--- config.mk ---
export PLATFORM = sky130hd
export DESIGN_NAME = uart_tx_arbiter
export DESIGN_NICKNAME = d
export VERILOG_FILES = /design/src/rtl/uart_tx_arbiter.sv
export SDC_FILE = /design/constraint.sdc
export NUM_CORES = 1
export LEC_CHECK = 0
export CAP_MARGIN = 20
export CELL_PAD_IN_SITES_DETAIL_PLACEMENT = 2
export CELL_PAD_IN_SITES_GLOBAL_PLACEMENT = 2
export CORE_ASPECT_RATIO = 1.5
export CORE_UTILIZATION = 26
export CTS_CLUSTER_DIAMETER = 120
export CTS_CLUSTER_SIZE = 16
export DETAILED_ROUTE_END_ITERATION = 6
export PLACE_DENSITY_LB_ADDON = 0.1
export SYNTH_ARGS = -nofsm -noshare
export SYNTH_HDL_FRONTEND = slang
export SYNTH_SLANG_ARGS = --single-unit
--- constraint.sdc ---
create_clock -name clk -period 5.6 [get_ports clk]
set_clock_uncertainty 0.05 [all_clocks]
set_input_delay 1.4 -clock clk [delete_from_list [all_inputs] [get_ports clk]]
set_output_delay 1.4 -clock clk [all_outputs]
set_load 0.02 [all_outputs]
--- src/rtl/uart_tx_arbiter.sv ---
// Round-robin, packet-locked arbiter sharing one UartTx byte serializer among NREQ requesters.
// Optional per-packet header byte (8'hA0|k) is enabled by defining UART_ARB_HDR_EN.
module uart_tx_arbiter #(
   parameter int NREQ = 4
) (
   input  logic              clk,
   input  logic              i_rst,
   input  logic [NREQ-1:0]   i_req,
   input  logic [8*NREQ-1:0] i_data,
   input  logic [NREQ-1:0]   i_last,
   output logic [NREQ-1:0]   o_ack,
   output logic [NREQ-1:0]   o_grant,
   output logic [7:0]        o_tx_data,
   output logic              o_tx_wen,
   input  logic              i_tx_ready,
   output logic              o_busy
);

   localparam int IW = (NREQ > 1) ? $clog2(NREQ) : 1;

   typedef enum logic [2:0] {
      S_IDLE  = 3'd0,
      S_LOAD  = 3'd1,
      S_GUARD = 3'd2,
`ifdef UART_ARB_HDR_EN
      S_WAIT  = 3'd3,
      S_HDR   = 3'd4
`else
      S_WAIT  = 3'd3
`endif
   } state_t;

   state_t          state, state_nxt;
   logic [IW-1:0]   last, last_nxt;
   logic [IW-1:0]   gidx, gidx_nxt;
   logic            lastf, lastf_nxt;
   logic [NREQ-1:0] ack_nxt, grant_nxt;
   logic [7:0]      tx_data_nxt;
   logic            wen_nxt;
   logic [IW-1:0]   pick;
   logic            found;
   logic [7:0]      data_arr [NREQ];

   always_comb begin
      for (int k = 0; k < NREQ; k++) begin
         data_arr[k] = i_data[8*k +: 8];
      end
   end

   // Search starts one past the previous owner so every requester gets a turn.
   always_comb begin
      pick  = last;
      found = 1'b0;
      for (int i = 1; i <= NREQ; i++) begin
         if (!found && i_req[IW'((int'(last) + i) % NREQ)]) begin
            found = 1'b1;
            pick  = IW'((int'(last) + i) % NREQ);
         end
      end
   end

   always_comb begin
      state_nxt   = state;
      last_nxt    = last;
      gidx_nxt    = gidx;
      lastf_nxt   = lastf;
      grant_nxt   = o_grant;
      tx_data_nxt = o_tx_data;
      wen_nxt     = 1'b0;
      ack_nxt     = '0;
      case (state)
         S_IDLE: begin
            if (found) begin
               gidx_nxt  = pick;
               grant_nxt = NREQ'(1) << pick;
`ifdef UART_ARB_HDR_EN
               state_nxt = S_HDR;
`else
               state_nxt = S_LOAD;
`endif
            end
         end
`ifdef UART_ARB_HDR_EN
         S_HDR: begin
            // lastf cleared so the wait after the header always leads into the payload.
            if (i_tx_ready) begin
               tx_data_nxt = 8'hA0 | 8'(gidx);
               wen_nxt     = 1'b1;
               lastf_nxt   = 1'b0;
               state_nxt   = S_GUARD;
            end
         end
`endif
         S_LOAD: begin
            if (!i_req[gidx]) begin
               grant_nxt = '0;
               last_nxt  = gidx;
               state_nxt = S_IDLE;
            end else if (i_tx_ready) begin
               tx_data_nxt = data_arr[gidx];
               wen_nxt     = 1'b1;
               ack_nxt     = NREQ'(1) << gidx;
               lastf_nxt   = i_last[gidx];
               state_nxt   = S_GUARD;
            end
         end
         // UartTx still shows ready in the cycle right after the write strobe.
         S_GUARD: state_nxt = S_WAIT;
         S_WAIT: begin
            if (i_tx_ready) begin
               if (lastf) begin
                  grant_nxt = '0;
                  last_nxt  = gidx;
                  state_nxt = S_IDLE;
               end else begin
                  state_nxt = S_LOAD;
               end
            end
         end
         default: state_nxt = S_IDLE;
      endcase
   end

   always_ff @(posedge clk) begin
      if (i_rst) begin
         state     <= S_IDLE;
         last      <= IW'(NREQ - 1);
         gidx      <= '0;
         lastf     <= 1'b0;
         o_grant   <= '0;
         o_ack     <= '0;
         o_tx_data <= '0;
         o_tx_wen  <= 1'b0;
         o_busy    <= 1'b0;
      end else begin
         state     <= state_nxt;
         last      <= last_nxt;
         gidx      <= gidx_nxt;
         lastf     <= lastf_nxt;
         o_grant   <= grant_nxt;
         o_ack     <= ack_nxt;
         o_tx_data <= tx_data_nxt;
         o_tx_wen  <= wen_nxt;
         o_busy    <= (state_nxt != S_IDLE);
      end
   end

endmodule

==> impl_metrics.sql, run 1 <==
INSERT INTO impl_metrics (metric_group, metric, value, unit) VALUES
('timing', 'achievable-frequency', '0.293', 'GHz'),
('logic_synthesis', 'most_common_cell_in_the_netlist', 'sky130_fd_sc_hd__dfxtp_1', ''),
('logic_synthesis', 'top_cell_type_by_total_area_after_synthesis', 'sky130_fd_sc_hd__dfxtp_1', ''),
('critical_path', 'cp_data_required_time', '5.73', 'ns'),
('detailed_routing', 'wl_per_cell', '17.9', 'um'),
('cts', 'h-tree-depth', '1', ''),
('logic_synthesis', 'synthTopCellsByCount', '26 x sky130_fd_sc_hd__dfxtp_1, 12 x sky130_fd_sc_hd__mux2i_1, 12 x sky130_fd_sc_hd__nor2_1, 10 x sky130_fd_sc_hd__nand2_1, 9 x sky130_fd_sc_hd__clkbuf_1', ''),
('cts', 'clk_pin_slew_worst_paths', '0.10', 'ns'),
('cts', 'clock_latency_of_the_later_clocked_register_in_the_worst_skew_pair', '0.28', 'ns'),
('power_and_ir_drop', 'peakVddDrop', '135', 'uV'),
('logic_synthesis', 'synth_enable_flop_cells', '0', ''),
('placed_design', 'hpwl_after_detailed_placement', '3.58', 'mm'),
('logic_synthesis', 'synthDominantCellAreaShare', '38.1', '%'),
('timing', 'min_period', '3.42', 'ns'),
('cts', 'tritoncts_num_sinks', '26', ''),
('global_route', 'grt.overflow.total', '0', ''),
('run', 'timing.max_cap.violations', '0', ''),
('critical_path', 'critical_path_class', 'input pin to flip-flop', ''),
('hold_path', 'timing.hold.worst.class', 'flip-flop to flip-flop', ''),
('timing', 'finalSetupViolations', '0', ''),
('cells_and_area', 'fin_nets', '231', ''),
('logic_synthesis', 'synth_area_per_cell', '10.1', 'um^2'),
('critical_path', 'largest_driver_fanout_on_the_critical_path', '10', ''),
('detailed_routing', 'vias', '1277', ''),
('global_route', 'vias_in_the_first_global_route', '1424', ''),
('outcome', 'run_status', 'finished, final reports clean', ''),
('global_route', 'grt_pass1_wl', '6.77', 'mm'),
('floorplanning', 'floorplan.core_area', '5080', 'um^2'),
('placed_design', 'io_buffer_count', '60', ''),
('placed_design', 'dpl-instance-area', '2000', 'um^2'),
('logic_synthesis', 'synthDistinctLibCells', '35', ''),
('cells_and_area', 'area.growth.synth_to_final', '51.3', '%'),
('floorplanning', 'ios', '61', ''),
('detailed_routing', 'route.detailed.drc', '0', ''),
('logic_synthesis', 'synth_fp_nets', '178', ''),
('global_route', 'track_usage', '17.0', '%'),
('detailed_routing', 'vias_per_cell', '5.01', ''),
('logic_synthesis', 'asyncSetResetFlopFracSynth', '0', '%'),
('floorplanning', 'placement_rows', '32', ''),
('global_route', 'grt_antenna_before_repair', '0', ''),
('detailed_routing', 'antenna_violating_nets_post_route', '0', ''),
('timing', 'final_hold_viol_count', '0', ''),
('logic_synthesis', 'yosys_most_used_dff', 'sky130_fd_sc_hd__dfxtp_1', ''),
('cts', 'buffers_inserted_during_post_cts_setup_optimization', '0', ''),
('timing', 'timing.final.max_slew_violations', '0', ''),
('critical_path', 'setup.worst_path.end_class', 'flip-flop', ''),
('logic_synthesis', 'ys_seq_area_share', '38.1', '%'),
('cells_and_area', 'final_design_area_no_fill', '2070', 'um^2'),
('placed_design', 'gpl.final_weighted_congestion', '0.756', ''),
('timing', 'final_min_period_over_clock_period', '61.0', '%'),
('floorplanning', 'die-area', '5560', 'um^2'),
('cts', 'cts-hold-fix-buffers', '0', ''),
('cells_and_area', 'fill_cells', '562', ''),
('power_and_ir_drop', 'power_per_cell_area', '212', 'nW/um^2'),
('cts', 'max_clock_buf_depth', '2', ''),
('cts', 'cts_repair_resize_count', '0', ''),
('detailed_routing', 'starting_drc_count_in_detailed_routing', '29', ''),
('cts', 'clock_tree.root_cell', 'sky130_fd_sc_hd__clkbuf_8', ''),
('detailed_routing', 'drt-total-wl', '4.58', 'mm'),
('cells_and_area', 'final_util', '40.7', '%'),
('critical_path', 'launching_element_type_of_the_critical_path', 'input pin', ''),
('global_route', 'grt_start_max_net_pins', '17', ''),
('logic_synthesis', 'yosys_warnings', '0', ''),
('cts', 'cts_inserted_buffers', '3', ''),
('timing', 'grt_setup_unrepaired', 'no', ''),
('cts', 'tritoncts', 'yes', ''),
('timing', 'totalNegativeSetupSlack', '0', 'ns'),
('power_and_ir_drop', 'p_leak', '0.808', 'nW'),
('timing', 'tightestPinTransition', '0.811', 'ns'),
('critical_path', 'arrival', '3.55', 'ns'),
('logic_synthesis', 'synth_seq_cells', '26', '');
==> critical path, cell delays in order <==
cell and delay, ns:
sky130_fd_sc_hd__clkdlybuf4s50_1 0.48, sky130_fd_sc_hd__mux4_2 0.58, sky130_fd_sc_hd__nand4_1 0.58, sky130_fd_sc_hd__nand2b_1 0.26
sky130_fd_sc_hd__inv_1 0.07, sky130_fd_sc_hd__and3_1 0.17
==> kinds of logic (layout without fill, tap and decap cells) <==
family	after synthesis	count (layout)	synth area share (%)
AND/OR/NAND/NOR	49	49	18.2
other	1	1	0.274
multiplexers	23	23	27.4
flip-flops	26	26	38.1
buffers and inverters	15	67	4.85
AO/OA/AOI/OAI	21	21	11.2
==> routing by layer <==
metal / share of wire (%) / routed length [um] / GRT usage (%) / vias up
met4: 2.7 / 125 / 7.77 / 0
met3: 4.9 / 224 / 1.72 / 8
met5: 0 / 0 / 0 / -
met1: 35 / 1620 / 15.8 / 625
met2: 57 / 2610 / 33.5 / 39
li1: - / - / - / 605
==> power by group <==
group | switching, mW | internal [mW] | total, mW | leakage [nW]
Combinational | 0.0296 | 0.0527 | 0.0823 | 0.561
Clock | 0.0612 | 0.0958 | 0.157 | 0.0357
Sequential | 0.0104 | 0.190 | 0.200 | 0.211
Total | 0.101 | 0.338 | 0.439 | 0.808
==> metrics by stage <==
step	hold WS, ns	setup slack [ns]	power, mW	instances
after global placement	0.408	1.99	0.285	251
after floorplan	0.436	2.69	0.242	135
final	0.432	2.18	0.439	255
after CTS	0.440	2.18	0.448	255
after global routing	0.450	2.05	0.459	255
after detailed placement	0.427	1.90	0.288	251
==> cell usage in the layout (no fill, tap or decap), drive strengths merged, types with 2 or more instances in the layout <==
cell	count
clkdlybuf4s50	60
dfxtp	26
mux2i	12
nor2	12
nand2	10
mux4	10
nand3	5
a21oi	4
o311ai	4
inv	3
nand2b	3
nor3b	3
or3	3
nor4	3
o21ai	3
nor3	3
o31ai	3
clkbuf	3
nor2b	2
==> flip-flops by register name (all words and copies together) (netlist names) <==
register	cells
o_tx_wen	1
o_grant	4
o_busy	1
gidx	2
o_ack	4
last	2
lastf	1
o_tx_data	8
state	3
==> area by class of cell <==
class	instances	area [um^2]	area share [%]
Timing Repair Buffer	60	601	29.0
Tap cell	68	85.1	4.11
Clock buffer	3	41.3	2.00
Multi-Input combinational cell	94	781	37.7
Clock inverter	1	30.0	1.45
Sequential cell	26	520	25.2
Inverter	3	11.3	0.544
==> final timing paths <==
kind	startpoint	slack [ns]	to	cells after the start
max	i_req[3]	2.18	o_ack[3]$_SDFF_PP0_	6
min	o_grant[1]$_SDFFE_PP0P_	0.43	o_grant[1]$_SDFFE_PP0P_	2
max reg2reg	gidx[0]$_SDFFE_PP0P_	2.82	o_ack[3]$_SDFF_PP0_	5
min reg2reg	o_grant[1]$_SDFFE_PP0P_	0.43	o_grant[1]$_SDFFE_PP0P_	2
Power figures use the tool's default switching activity.
==> run 2, diff against run 1 <==
--- a/config.mk
+++ b/config.mk
@@ -9,7 +9,7 @@
 export CELL_PAD_IN_SITES_DETAIL_PLACEMENT = 2
 export CELL_PAD_IN_SITES_GLOBAL_PLACEMENT = 2
 export CORE_ASPECT_RATIO = 1.5
-export CORE_UTILIZATION = 26
+export CORE_UTILIZATION = 21
 export CTS_CLUSTER_DIAMETER = 120
 export CTS_CLUSTER_SIZE = 16
 export DETAILED_ROUTE_END_ITERATION = 6
==> constraint.sdc (replaced) <==
create_clock -name clk -period 2.8 [get_ports clk]
set_clock_uncertainty 0.05 [all_clocks]
set_input_delay 0.7 -clock clk [delete_from_list [all_inputs] [get_ports clk]]
set_output_delay 0.7 -clock clk [all_outputs]
set_load 0.02 [all_outputs]
==> impl_metrics.sql, run 2 (same netlist as run 1, synthesis figures left out) <==
INSERT INTO impl_metrics (metric_group, metric, value, unit) VALUES
('outcome', 'run_status', 'finished, final reports clean', ''),
('critical_path', 'setup.worst_path.end_class', 'flip-flop', ''),
('cells_and_area', 'leading_registers_by_flop_count', 'o_tx_data (8), o_ack (4), o_grant (4)', ''),
('hold_path', 'timing.hold.worst.class', 'flip-flop to flip-flop', ''),
('cts', 'clk_pin_slew_worst_paths', '0.09', 'ns'),
('cts', 'cts_repair_resize_count', '0', ''),
('global_route', 'grt.overflow.total', '0', ''),
('floorplanning', 'starting_density', '22.0', '%'),
('cells_and_area', 'mostFrequentLayoutCell', 'sky130_fd_sc_hd__clkdlybuf4s50_1', ''),
('detailed_routing', 'starting_drc_count_in_detailed_routing', '22', ''),
('cts', 'tritoncts_num_sinks', '26', ''),
('critical_path', 'largest_driver_fanout_on_the_critical_path', '4', ''),
('detailed_routing', 'vias', '1326', ''),
('global_route', 'grt_pass1_wl', '7.33', 'mm'),
('placed_design', 'hpwl_after_detailed_placement', '3.79', 'mm'),
('hold_path', 'count_of_cells_along_the_worst_hold_path', '2', ''),
('cells_and_area', 'layout_cell_share_with_drive_strength_beyond_1', '10.3', '%'),
('power_and_ir_drop', 'total_power', '0.791', 'mW'),
('timing', 'min_period', '2.46', 'ns'),
('detailed_routing', 'met1_wirelength', '1.63', 'mm'),
('floorplanning', 'floorplan.core_area', '6220', 'um^2'),
('detailed_routing', 'drt-total-wl', '4.72', 'mm'),
('cells_and_area', 'antenna_cells', '0', ''),
('floorplanning', 'die_h', '101', 'um'),
('cts', 'cts_inserted_buffers', '3', ''),
('cells_and_area', 'fill_cells', '692', ''),
('global_route', 'grt_antenna_before_repair', '0', ''),
('cts', 'tritoncts', 'yes', ''),
('power_and_ir_drop', 'p_leak', '0.838', 'nW'),
('detailed_routing', 'route.detailed.drc', '0', ''),
('detailed_routing', 'wl_met3', '277', 'um'),
('cells_and_area', 'multi_input_area', '781', 'um^2'),
('detailed_routing', 'wl_met2', '2.76', 'mm'),
('power_and_ir_drop', 'power_per_cell_area', '374', 'nW/um^2'),
('floorplanning', 'x_dimension_of_the_die', '67.9', 'um'),
('cts', 'cts-hold-fix-buffers', '0', ''),
('global_route', 'vias_in_the_first_global_route', '1512', ''),
('global_route', 'grt_start_max_net_pins', '16', ''),
('floorplanning', 'ios', '61', ''),
('floorplanning', 'placement_rows', '35', ''),
('timing', 'totalNegativeSetupSlack', '0', 'ns'),
('timing', 'hold-worst-slack', '0.424', 'ns'),
('placed_design', 'io_buffer_count', '60', ''),
('detailed_routing', 'wl_per_cell', '17.6', 'um'),
('cells_and_area', 'fin_nets', '240', ''),
('detailed_routing', 'number_of_iterations_in_the_first_detailed_routing_pass', '4', ''),
('cells_and_area', 'final_design_area_no_fill', '2110', 'um^2'),
('cells_and_area', 'largest_reg_flops', '8', ''),
('cells_and_area', 'final_cell_mix', '60 x sky130_fd_sc_hd__clkdlybuf4s50_1, 26 x sky130_fd_sc_hd__dfxtp_1, 12 x sky130_fd_sc_hd__mux2i_1, 12 x sky130_fd_sc_hd__nor2_1, 10 x sky130_fd_sc_hd__nand2_1', ''),
('timing', 'grt_setup_unrepaired', 'no', ''),
('placed_design', 'dpl-instance-area', '2070', 'um^2'),
('placed_design', 'gpl.final_weighted_congestion', '0.653', ''),
('critical_path', 'r2r_start', 'gidx[0]$_SDFFE_PP0P_', ''),
('global_route', 'track_usage', '14.4', '%'),
('power_and_ir_drop', 'peakVddDrop', '149', 'uV'),
('cts', 'h-tree-depth', '1', ''),
('detailed_routing', 'vias_per_cell', '4.93', ''),
('critical_path', 'critical_path_class', 'input pin to flip-flop', ''),
('cells_and_area', 'register_area', '520', 'um^2'),
('critical_path', 'setup.worst_path.start', 'i_req[0]', ''),
('critical_path', 'timing.reg2reg.worst_path_depth', '4', ''),
('critical_path', 'launching_element_type_of_the_critical_path', 'input pin', ''),
('cts', 'clock_tree.root_cell', 'sky130_fd_sc_hd__clkbuf_8', ''),
('critical_path', 'cp_data_required_time', '2.94', 'ns'),
('cells_and_area', 'area.growth.synth_to_final', '54.6', '%'),
('cts', 'max_clock_buf_depth', '2', ''),
('run', 'timing.max_cap.violations', '0', ''),
('detailed_routing', 'topRoutingLayerUsed', 'met4', ''),
('floorplanning', 'die-area', '6850', 'um^2'),
('timing', 'timing.final.max_slew_violations', '0', ''),
('timing', 'final_min_period_over_clock_period', '87.9', '%'),
('placed_design', 'placedCellCount', '266', ''),
('hold_path', 'worst_hold_startpoint', 'o_grant[3]$_SDFFE_PP0P_', ''),
('timing', 'finalSetupViolations', '0', ''),
('critical_path', 'arrival', '2.60', 'ns'),
('cts', 'clock_latency_of_the_later_clocked_register_in_the_worst_skew_pair', '0.27', 'ns'),
('cells_and_area', 'register_bank_with_the_most_flops', 'o_tx_data', ''),
('cts', 'buffers_inserted_during_post_cts_setup_optimization', '0', ''),
('timing', 'achievable-frequency', '0.406', 'GHz'),
('cells_and_area', 'filler_free_cell_count_of_the_finished_design', '269', ''),
('detailed_routing', 'antenna_violating_nets_post_route', '0', ''),
('timing', 'final_hold_viol_count', '0', '');
==> run 2: worst max-delay path, cell delays in order <==
cell	delay, ns
sky130_fd_sc_hd__clkdlybuf4s50_1	0.47
sky130_fd_sc_hd__mux4_2	0.51
sky130_fd_sc_hd__o211a_1	0.25
sky130_fd_sc_hd__or3_1	0.40
sky130_fd_sc_hd__o31ai_1	0.27
==> run 2: routing by layer <==
layer | global-route usage (%) | vias up
met5 | 0 | -
met4 | 4.81 | 0
met3 | 2.04 | 5
met2 | 29.2 | 37
met1 | 13.8 | 656
li1 | - | 628
==> run 2: power by group <==
| group | total [mW] | internal [mW] | switching, mW |
|---|---|---|---|
| Sequential | 0.389 | 0.379 | 0.00983 |
| Clock | 0.216 | 0.0967 | 0.120 |
| Combinational | 0.186 | 0.114 | 0.0718 |
==> run 2: path summary, 6_finish.rpt <==
kind | endpoint | slack (ns)
worst max-delay path | o_grant[2]$_SDFFE_PP0P_ | 0.34
worst min-delay path | o_grant[3]$_SDFFE_PP0P_ | 0.42
worst max register to register | o_grant[2]$_SDFFE_PP0P_ | 0.86
worst min register to register | o_grant[3]$_SDFFE_PP0P_ | 0.42
==> run 2: cell type report <==
type | instances | share of cell area (%)
clock buffer | 3 | 1.95
multi-input combinational | 94 | 36.9
tap | 74 | 4.38
inverter | 3 | 0.533
timing repair buffer | 69 | 31.6
sequential | 26 | 24.6
==> run 2: per-stage QoR <==
step	worst slack, ns	util [%]
floorplan	0.587	-
global placement	0.125	33.3
detailed placement	0.0244	33.3
CTS	0.335	34.0
global route	0.255	34.0
finish	0.338	34.0
